### src/rtl/wb_port_ctrl_pkg.sv
// Shared widths and the buffered write-result payload for the writeback port.
package wb_port_ctrl_pkg;

   localparam int unsigned ASIZE         = 5;
   localparam int unsigned DSIZE         = 32;
   localparam int unsigned NREG          = 32;
   localparam int unsigned WB_FIFO_DEPTH = 2;

   // One pending register-file write: destination and value.
   typedef struct packed {
      logic [ASIZE-1:0] waddr;
      logic [DSIZE-1:0] wdata;
   } wb_entry_t;

endpackage

### src/rtl/wb_fifo2.sv
// Two-entry synchronous FIFO holding ALU results awaiting the write port.
module wb_fifo2
   import wb_port_ctrl_pkg::*;
(
   input  logic      clk,
   input  logic      rst,
   input  logic      push,
   input  logic      pop,
   input  wb_entry_t din,
   output wb_entry_t dout,
   output logic      full,
   output logic      empty
);

   localparam int unsigned CW = $clog2(WB_FIFO_DEPTH + 1);

   wb_entry_t       mem [WB_FIFO_DEPTH];
   logic            wr_ptr;
   logic            rd_ptr;
   logic [CW-1:0]   count;
   logic            do_push;
   logic            do_pop;

   assign full    = (count == CW'(WB_FIFO_DEPTH));
   assign empty   = (count == '0);
   assign do_push = push & ~full;
   assign do_pop  = pop & ~empty;
   assign dout    = mem[rd_ptr];

   // Pointer and occupancy tracking; 1-bit pointers wrap naturally.
   always_ff @(posedge clk or posedge rst) begin
      if (rst) begin
         wr_ptr <= 1'b0;
         rd_ptr <= 1'b0;
         count  <= '0;
      end else begin
         if (do_push) wr_ptr <= ~wr_ptr;
         if (do_pop)  rd_ptr <= ~rd_ptr;
         case ({do_push, do_pop})
            2'b10:   count <= count + CW'(1);
            2'b01:   count <= count - CW'(1);
            default: count <= count;
         endcase
      end
   end

   // Storage needs no reset: occupancy alone decides what is valid.
   always_ff @(posedge clk) begin
      if (do_push) mem[wr_ptr] <= din;
   end

endmodule

### src/rtl/wb_port_ctrl.sv
// Writeback write-port initiator: arbitrates memory and buffered ALU results
// onto the register-file write port and tracks per-register pending writes.
module wb_port_ctrl
   import wb_port_ctrl_pkg::*;
(
   input  logic             clk,
   input  logic             rst,
   input  logic             iss_valid,
   input  logic [ASIZE-1:0] iss_waddr,
   input  logic [ASIZE-1:0] chk_addr1,
   input  logic [ASIZE-1:0] chk_addr2,
   output logic             stall,
   input  logic             alu_valid,
   output logic             alu_ready,
   input  logic [ASIZE-1:0] alu_waddr,
   input  logic [DSIZE-1:0] alu_wdata,
   input  logic             mem_valid,
   input  logic [ASIZE-1:0] mem_waddr,
   input  logic [DSIZE-1:0] mem_wdata,
   output logic             wen,
   output logic [ASIZE-1:0] waddr,
   output logic [DSIZE-1:0] wdata,
   output logic             err_orphan
);

   logic [NREG-1:0] busy;
   logic [NREG-1:0] busy_set;
   logic [NREG-1:0] busy_clr;
   wb_entry_t       alu_entry;
   wb_entry_t       head;
   logic            fifo_full;
   logic            fifo_empty;
   logic            fifo_pop;
   logic            hz1;
   logic            hz2;
   logic            iss_hz;
   logic            iss_ok;

   assign alu_entry = '{waddr: alu_waddr, wdata: alu_wdata};
   assign alu_ready = ~fifo_full;
   assign fifo_pop  = ~mem_valid & ~fifo_empty;

   wb_fifo2 u_fifo (
      .clk   (clk),
      .rst   (rst),
      .push  (alu_valid & alu_ready),
      .pop   (fifo_pop),
      .din   (alu_entry),
      .dout  (head),
      .full  (fifo_full),
      .empty (fifo_empty)
   );

   // Hazard detection; the register being written this cycle is forwarded by the RF.
   always_comb begin
      hz1    = busy[chk_addr1] & ~(wen & (waddr == chk_addr1));
      hz2    = busy[chk_addr2] & ~(wen & (waddr == chk_addr2));
      iss_hz = iss_valid & busy[iss_waddr] & ~(wen & (waddr == iss_waddr));
      stall  = hz1 | hz2 | iss_hz;
      iss_ok = iss_valid & ~stall;
   end

   // Scoreboard masks; set is applied after clear so a same-edge reissue wins.
   always_comb begin
      busy_set = '0;
      busy_clr = '0;
      if (iss_ok) busy_set = NREG'(1) << iss_waddr;
      if (wen)    busy_clr = NREG'(1) << waddr;
   end

   // Busy scoreboard and sticky orphan-retire flag.
   always_ff @(posedge clk or posedge rst) begin
      if (rst) begin
         busy       <= '0;
         err_orphan <= 1'b0;
      end else begin
         busy <= (busy & ~busy_clr) | busy_set;
         if (wen && !busy[waddr]) err_orphan <= 1'b1;
      end
   end

   // Write-port arbitration: memory first, then FIFO head; address/data hold when idle.
   always_ff @(posedge clk or posedge rst) begin
      if (rst) begin
         wen   <= 1'b0;
         waddr <= '0;
         wdata <= '0;
      end else if (mem_valid) begin
         wen   <= 1'b1;
         waddr <= mem_waddr;
         wdata <= mem_wdata;
      end else if (fifo_pop) begin
         wen   <= 1'b1;
         waddr <= head.waddr;
         wdata <= head.wdata;
      end else begin
         wen   <= 1'b0;
      end
   end

endmodule

### config.mk
export PLATFORM = sky130hd
export DESIGN_NAME = wb_port_ctrl
export DESIGN_NICKNAME = d
export VERILOG_FILES = /design/src/rtl/wb_port_ctrl_pkg.sv /design/src/rtl/wb_fifo2.sv /design/src/rtl/wb_port_ctrl.sv
export SDC_FILE = /design/constraint.sdc
export NUM_CORES = 1
export LEC_CHECK = 0
export CELL_PAD_IN_SITES_DETAIL_PLACEMENT = 1
export CELL_PAD_IN_SITES_GLOBAL_PLACEMENT = 2
export CORE_ASPECT_RATIO = 0.75
export CORE_MARGIN = 2
export CORE_UTILIZATION = 30
export DETAILED_ROUTE_END_ITERATION = 12
export PLACE_DENSITY = 0.67
export SLEW_MARGIN = 20
export SYNTH_ARGS = -nofsm -noshare
export SYNTH_HDL_FRONTEND = slang
export SYNTH_SLANG_ARGS = --single-unit
### constraint.sdc
create_clock -name clk -period 8.3 [get_ports clk]
set_clock_uncertainty 0.05 [all_clocks]
set_input_delay 1.66 -clock clk [delete_from_list [all_inputs] [get_ports clk]]
set_output_delay 1.66 -clock clk [all_outputs]
set_load 0.03 [all_outputs]
==> impl_metrics.json <==
{
  "antenna_found_initial": 0,
  "cp_slowest_cell": "clkdlybuf4s50_1",
  "hold_start": "err_orphan",
  "slew_headroom": 0.364,
  "hp-class": "reg -> reg",
  "path_cells": "clkdlybuf4s50_1 > mux4_2 > nor2_1 > a21oi_1 > a311oi_1 > o22ai_2 > buf_4 > a31o_2 > clkdlybuf4s50_1",
  "synth_top_family_by_area": "multiplexers",
  "die_w_microns": 186,
  "drv_slew": 0,
  "cts_resized": 0,
  "rr_worst_depth": 4,
  "r2r-end": "busy[0]",
  "drt-total-wl_mm": 23.4,
  "peakVddDrop_uv": 151,
  "synth_edf_count": 74,
  "r2r_start": "busy[10]",
  "cp_slowest_stage_delay_ns": 0.87,
  "hold_viol": 0,
  "maxCapViolCount": 0,
  "startpoint_type": "input pin",
  "synth_xor_area_frac": 0.0234,
  "clkPwrFrac": 0.236,
  "hold_depth": 1,
  "start_util": 0.303,
  "netSwitchingPower_mw": 1.28,
  "power_frac_comb": 0.375,
  "coreArea_sq_um": 24700,
  "worstSetupEndpointType": "output pin",
  "synth_compound_area_frac": 0.128,
  "p_leak_nw": 3.59,
  "drive_gt1_frac": 0.127,
  "cts_hold_buf": 0,
  "clock_latency_ns": 0.43,
  "synth-simple-area-share": 0.0943,
  "muxShareOfSynthArea": 0.169,
  "remaining_drc_errors": 0,
  "die_y_microns": 141,
  "synth_cell_type_count": 43,
  "ctsLongestPathBuffers": 2,
  "fin_crit_sh": 0.804,
  "grt.met2_usage": 0.289,
  "required_ns": 6.59,
  "critPathMostFrequentCell": "clkdlybuf4s50_1",
  "synthArstFlopShare": 0.503,
  "drtIter0Drc": 367,
  "power.density_nw_per_um2": 344,
  "routedWlPerCell_microns": 21.6,
  "grt_pass1_wl_mm": 36.4,
  "max_freq_mhz": 150,
  "ios": 135,
  "synth_area_sq_um": 7490,
  "seq_power_share": 0.390,
  "tns_ns": 0,
  "port_buffers": 134,
  "swShare": 0.386,
  "htree_num_levels": 4,
  "p_int_mw": 2.04,
  "fill_cells": 2651,
  "rrSetupSlack_ns": 5.74,
  "first_pass_iters": 9,
  "cts_num_sinks": 149,
  "detailed_place.area_sq_um": 9070,
  "yosysSeqAreaShare": 0.547,
  "areaGrowthSynthToFinish_pct": 29.1,
  "dpl.hpwl_mm": 15.9,
  "numCtsBuffers": 17,
  "final-setup-viol-count": 0,
  "rsz0062_at_grt": "no",
  "grt_use_met1": 0.242,
  "finalNetCount": 828,
  "outcome": "complete, no violations",
  "synth_fp_nets": 715,
  "cts_setup_buffers": 0,
  "worst-setup-path-type": "in -> out",
  "grt_usage": 0.183,
  "hold_path_end": "err_orphan",
  "rows": 50,
  "top_usage_layer": "met2",
  "tritoncts": "yes",
  "met3_usage": 0.0543,
  "design_area_sq_um": 9670,
  "fin_crit_ns": 6.67,
  "clockRootBuffer": "clkbuf_16",
  "ant_nets": 0,
  "syn_inst": 620,
  "ys_warn_count": 0,
  "ys_ff_latch": 149,
  "synth_ff_type": "dfrtp_1",
  "grt_pass1_vias": 5994,
  "final_common_cell": "clkdlybuf4s50_1",
  "grt_overflow": 0,
  "diodes": 0,
  "critPathMaxFanout": 33,
  "dieArea_sq_um": 26300,
  "gp_congestion": 0.873,
  "clkTransAtPathRegs_ns": 0.06,
  "worstPathArrival_ns": 4.96,
  "final_cell_mix": "clkdlybuf4s50_1, nand2_1, dfrtp_1, edfxtp_1, o21ai_0",
  "synth_fa_ha_area_frac": 0.00167,
  "worstMarginPinSlew_ns": 0.954,
  "route.vias.total": 5622,
  "grt_max_degree": 77,
  "syn_area_per_cell_sq_um": 12.1,
  "viasPerCell": 5.19
}
==> metal layers <==
| layer | vias to the layer above | wire, microns | part of all wire |
|---|---|---|---|
| met1 | 2893 | 10700 | 0.46 |
| met3 | 28 | 1430 | 0.061 |
| met2 | 176 | 10900 | 0.46 |
| li1 | 2525 | - | - |
| met5 | - | 0 | 0 |
| met4 | 0 | 399 | 0.017 |
==> how the worst max path moves through the flow <==
stage                       startpoint    end  slack, ns
after floorplan           chk_addr1[0]  stall       3.06
after global routing      chk_addr2[1]  stall       1.50
final                     chk_addr2[1]  stall       1.63
after global placement    chk_addr2[1]  stall       1.66
after CTS                 chk_addr2[1]  stall       1.63
after detailed placement  chk_addr2[1]  stall       1.64
==> cell type report <==
class                   instances  area [sq um]  share of cell area
flip-flops and latches        149          4100               0.424
inverters                       1          5.00            0.000518
clock buffers                  19           433              0.0448
clock inverters                13           156              0.0162
well taps                     338           423              0.0438
multi-input cells             421          3140               0.325
repair buffers                143          1410               0.146
==> metrics by stage <==
| stage | hold slack [ns] | total power [mW] | cells | worst slack (ns) | util |
|---|---|---|---|---|---|
| after detailed placement | 0.411 | 2.56 | 1052 | 1.64 | 0.367 |
| after global placement | 0.390 | 2.52 | 1052 | 1.66 | 0.367 |
| after floorplan | 0.411 | 2.05 | 620 | 3.06 | - |
| final | 0.422 | 3.32 | 1084 | 1.63 | 0.391 |
| after global routing | 0.470 | 3.52 | 1084 | 1.50 | 0.391 |
| after CTS | 0.426 | 3.36 | 1084 | 1.63 | 0.391 |
==> cell usage after synthesis, drive strengths merged (2+ instances only) <==
master  instances  area, sq um
o31ai          32          349
mux4           32          736
and3            3         18.8
xnor2           6         52.6
nor2b           7         43.8
buf            26          180
edfxtp         74         2220
a21oi          39          195
nor3            2         10.0
clkbuf         23         86.3
o21ai          70          350
dfrtp          75         1880
mux2            2         22.5
mux2i          51          510
nor4            3         18.8
xor2           14          123
nand3b          2         15.0
nand3          11         55.1
a211oi          2         15.0
nand2          76          285
nand2b          5         31.3
nor2           52          195
==> worst max-delay path, delay by kind of cell <==
kind                   cells  cell delay, ns
buffers and inverters      3            1.76
multiplexers               1            0.58
AO/OA/AOI/OAI              4            0.84
AND/OR/NAND/NOR            1            0.10
==> flip-flops by register name, indices dropped and copies added (netlist names) <==
name,count
waddr,5
wen,1
u_fifo.rd_ptr,1
busy,32
u_fifo.mem,74
u_fifo.wr_ptr,1
u_fifo.count,2
wdata,32
err_orphan,1
==> power by group through the flow <==
stage                     Clock, mW  Sequential (mW)  Combinational (mW)
final                         0.784             1.29                1.25
after global routing          0.836             1.32                1.36
after CTS                     0.802             1.29                1.27
after detailed placement          0             1.30                1.26
after global placement            0             1.30                1.22
after floorplan                   0             1.26               0.796
==> cell families (layout without fill, tap and decap cells) <==
logic type / count (synthesis) / after routing
simple gates: 166 / 166
flops: 149 / 149
buf+inv: 50 / 176
xor+xnor: 20 / 20
mux: 85 / 85
compound gates: 149 / 149
fa+ha+maj: 1 / 1
No activity file was read; power rests on OpenSTA's default activity.
